`src/rtl/shifter.sv`:
```
// rtl/shifter.sv - registered 1-bit shift unit (pass, shl, lsr, asr)
module shifter #(
    parameter int WIDTH = 16
) (
    input  logic             clk,
    input  logic             rst_n,
    input  logic             en,
    input  logic [WIDTH-1:0] in,
    input  logic [1:0]       shift,
    output logic [WIDTH-1:0] sout,
    output logic             sout_valid
);

    typedef enum logic [1:0] {
        OP_PASS = 2'b00,
        OP_SHL  = 2'b01,
        OP_LSR  = 2'b10,
        OP_ASR  = 2'b11
    } shift_op_e;

    logic [WIDTH-1:0] result;

    always_comb begin
        result = in;
        case (shift_op_e'(shift))
            OP_PASS: result = in;
            OP_SHL:  result = {in[WIDTH-2:0], 1'b0};
            OP_LSR:  result = {1'b0, in[WIDTH-1:1]};
            OP_ASR:  result = {in[WIDTH-1], in[WIDTH-1:1]};
            default: result = in;
        endcase
    end

    // sout holds across idle cycles; valid marks only the cycle after a capture
    always_ff @(posedge clk or negedge rst_n) begin
        if (!rst_n) begin
            sout       <= '0;
            sout_valid <= 1'b0;
        end else begin
            sout_valid <= en;
            if (en) begin
                sout <= result;
            end
        end
    end

endmodule

```
`config.mk`:
```
export PLATFORM = sky130hd
export DESIGN_NAME = shifter
export DESIGN_NICKNAME = d
export VERILOG_FILES = /design/src/rtl/shifter.sv
export SDC_FILE = /design/constraint.sdc
export NUM_CORES = 1
export LEC_CHECK = 0
export BUFFER_PORTS_ARGS = -buffer_cell sky130_fd_sc_hd__buf_2
export CAP_MARGIN = 10
export CORE_MARGIN = 2
export CORE_UTILIZATION = 47
export DETAILED_ROUTE_END_ITERATION = 8
export GPL_ROUTABILITY_DRIVEN = 0
export MAX_ROUTING_LAYER = met4
export PLACE_DENSITY_LB_ADDON = 0.08
export SYNTH_ARGS = -nofsm -noshare
export SYNTH_HDL_FRONTEND = slang
export SYNTH_SLANG_ARGS = --single-unit
```
`constraint.sdc`:
```
create_clock -name clk -period 0.8 [get_ports clk]
set_input_delay 0.04 -clock clk [delete_from_list [all_inputs] [get_ports clk]]
set_output_delay 0.04 -clock clk [all_outputs]
set_load 0.03 [all_outputs]
```
Word level (Yosys, flattened, before mapping)
Cells that the tools add are included.
{"block": "classes", "eq_ne": 3, "mux": 1, "n_reduce_logical": 1}
{"operator": "one-hot mux 16 bit (4 select lines)", "n": 1}
{"operator": "equality test 2 bit (second input constant)", "n": 2}
{"operator": "equality test 2 x 1 -> 1 bit (second input constant)", "n": 1}
{"operator": "logical NOT 2 bit", "n": 1}
{"block": "totals", "register_bits": 17, "output_inout_bits": 17, "elab_cells": 7}

Depth between registers and ports, before layout
{"block": "logic_depth", "word_depth": 2, "ltp_mapped": 4}

Worst setup path after synthesis
No wires, ideal clock.
{"block": "synth_path", "path_kind": "register -> register", "from": "register, netlist name sout[15]", "to": "register sout[15]", "arrival_ns": 0.704, "required_time_ns": 0.710, "path_slack_ns": 0.006, "path_stages_with_launch": 3, "path_buffers": 0, "cell_sequence": "dfrtp_1 inv_1 o221ai_1"}
{"item": "end signal, assigned", "line": "42", "rtl": "sout <= result;"}
{"item": "end, declared", "line": "10", "rtl": "output logic [WIDTH-1:0] sout,"}

Final worst setup path
{"block": "layout_path", "from": "register sout[1]", "to": "output sout[1]"}
No word-level cell between the ends.

==> flow_summary.json <==
{
  "critPathMaxFanout": 2,
  "drt_pass1_iterations": 4,
  "layout_setup_ws_ns": -0.102,
  "port_buffers": 37,
  "syn_inst": 90,
  "ff_latch_area_um2": 425,
  "comb_power_share_pct": 38.3,
  "switching_power_mw": 0.852,
  "clockPowerShare_pct": 19.8,
  "cpPeakStageDelay_ns": 0.42,
  "grt_max_degree": 18,
  "core-area_um2": 1980,
  "syn_area_per_cell_um2": 11.1,
  "synth_top_cell_area_share_pct": 42.6,
  "hold_start": "in[9]",
  "ctsHtreeMaxLevel": 1,
  "rsz0062_at_grt": "yes",
  "slew_headroom_pct": 73.4,
  "leakagePower_nw": 0.732,
  "post-route-period-util_pct": 113,
  "die-area_um2": 2510,
  "finalSetupViolCount": 17,
  "die_y_um": 50.1,
  "place_area_um2": 1240,
  "dr_wl_met2_um": 1150,
  "num_antenna_cells": 0,
  "vias_per_cell": 5.11,
  "yosys.area.top_type": "dfrtp_1",
  "post-place-ws_ns": -0.0703,
  "cp-end-kind": "output port",
  "crit_required_ns": 0.76,
  "stdcell_area_um2": 1490,
  "crit_start": "sout[1]$_DFFE_PN0P_",
  "hp-class": "primary input to register",
  "drt_iter0_drc": 10,
  "yosys.cell_types.count": 18,
  "grt_antenna_before_repair": 0,
  "finalHoldViolations": 0,
  "wl_um": 2310,
  "cts_made_buffers": 3,
  "cap_violations": 0,
  "path_clk_slew_ns": 0.11,
  "drive_gt1_share_pct": 51.4,
  "pwr-share-seq_pct": 41.8,
  "reg2reg_from": "sout[13]$_DFFE_PN0P_",
  "layout_min_cycle_time_ns": 0.902,
  "finClkSkew_ns": 0,
  "hpwlAfterDp_um": 1590,
  "intPower_mw": 1.61,
  "drc": 0,
  "cp-start-kind": "register",
  "nFillCells": 143,
  "crit_type": "register to output port",
  "wirelength_met1_um": 1030,
  "core.rowCount": 16,
  "cp_top_family": "flip-flops",
  "power_density_nw_per_um2": 1650,
  "grt_pass1_wl_um": 3950,
  "swShare_pct": 34.5,
  "status": "finished, violations left",
  "fmax_ghz": 1.11,
  "critPathBufInv": 1,
  "path_cells": "buf_6",
  "worstPathArrival_ns": 0.86,
  "fin_nets": 160,
  "violations": "negative setup slack",
  "antenna_left": 0,
  "synth_nets": 111,
  "root_buffer": "clkbuf_4",
  "synth_area_leaders": "dfrtp_1 43%, mux2i_1 15%, o211ai_2 11%",
  "area_delta_synth_final_pct": 49.3,
  "tightest_slew_ns": 0.398,
  "clock_sinks": 17,
  "crit_path_top_delay_cell": "dfrtp_1",
  "wl_met3_um": 101,
  "start_util_pct": 50.4,
  "wl_per_cell_um": 14.0,
  "dr.max_layer_used": "met4",
  "cts_tree": "built",
  "syn_area_um2": 1000,
  "cts_max_path_buffers": 2,
  "drv_slew": 0,
  "vdd_ir_drop_max_mv": 1.16,
  "die_w_um": 50.1,
  "grt_usage_pct": 21.3,
  "clk_latency_ns": 0.29,
  "ys_seq_elements": 17,
  "multi_input_area_um2": 561,
  "vias": 843,
  "grt_pass1_vias": 874,
  "io_pins": 38,
  "gr-total-overflow": 0,
  "ys_seq_area_share_pct": 42.6,
  "finalSetupTns_ns": -1.50,
  "yosysWarnings": 0
}
[final cells by class]
class	instances	area share, %
Multi-Input combinational cell	64	37.6
Timing Repair Buffer	52	29.7
Sequential cell	17	28.5
Tap cell	27	2.26
Clock buffer	4	1.76
Inverter	1	0.251
[power groups by stage]
stage / sequential (mW) / clock, mW / combinational [mW]
2_1_floorplan: 1.22 / 0 / 0.262
3_3_place_gp: 1.02 / 0 / 0.709
3_5_place_dp: 1.02 / 0 / 0.713
4_1_cts: 1.03 / 0.499 / 0.877
5_1_grt: 1.04 / 0.543 / 1.01
6_report: 1.03 / 0.489 / 0.945
[placed cells by master (no fill, tap or decap)]
cell           count
buf_2             20
buf_6             20
dfrtp_1           17
mux2i_1           15
nand3_1           14
nand2b_1           9
o211ai_2           9
buf_4              9
nand2b_4           6
o211ai_1           5
clkbuf_4           3
buf_12             2
or3b_1             1
nand2_1            1
nor2_4             1
a31oi_2            1
inv_1              1
nand4_1            1
o221ai_1           1
clkbuf_1           1
dlygate4sd3_1      1
[flip-flops by register name, summed over array words and instances (netlist names)]
name	cells
sout	16
sout_valid	1
[Yosys cell counts]
cell / n
nand2b_1: 14
o211ai_2: 9
a31oi_2: 1
or3b_1: 1
o221ai_1: 1
nor2_1: 1
nand2b_4: 1
dfrtp_1: 17
buf_2: 2
nand4_1: 1
buf_4: 2
inv_1: 1
nand3_1: 14
clkbuf_1: 2
buf_6: 2
mux2i_1: 15
nand2_1: 1
o211ai_1: 5
[through the flow]
step / total power, mW / util, % / cells / hold WS [ns]
after floorplan: 1.48 / - / 90 / -0.256
after global placement: 1.73 / 62.6 / 153 / -0.00824
after detailed placement: 1.73 / 62.6 / 153 / -0.00752
after CTS: 2.40 / 71.7 / 163 / 0.0198
after global routing: 2.59 / 75.3 / 165 / 0.0201
final: 2.47 / 75.3 / 165 / 0.0251
[final timing paths]
path | to | slack, ns | cells past startpoint
max | sout[1] | -0.10 | 1
min | sout[8]$_DFFE_PN0P_ | 0.03 | 3
max reg2reg | sout[13]$_DFFE_PN0P_ | 0 | 3
min reg2reg | sout[2]$_DFFE_PN0P_ | 0.54 | 2
max in group asynchronous | sout[13]$_DFFE_PN0P_ | 0.34 | 2
min in group asynchronous | sout[0]$_DFFE_PN0P_ | 0.18 | 2
[metal layers]
metal,up-vias,track usage [%]
met4,0,9.26
met1,392,26.4
met5,-,-
met2,22,34.2
met3,4,3.33
li1,425,-
[cell families after synthesis]
group / count (synthesis) / synth area share (%)
AO/OA/AOI/OAI: 16 / 17.1
buffers and inverters: 9 / 5.88
flip-flops: 17 / 42.6
multiplexers: 15 / 15.0
AND/OR/NAND/NOR: 33 / 19.4
[timing repair]
action	4_1_cts	5_1_grt
setup buffers	5	2
pin swaps	0	0
endpoints found under the hold margin	17	0
setup endpoints to repair	17	22
hold buffers	1	0
resized for setup	34	10
(Power assumes the default switching activity.)
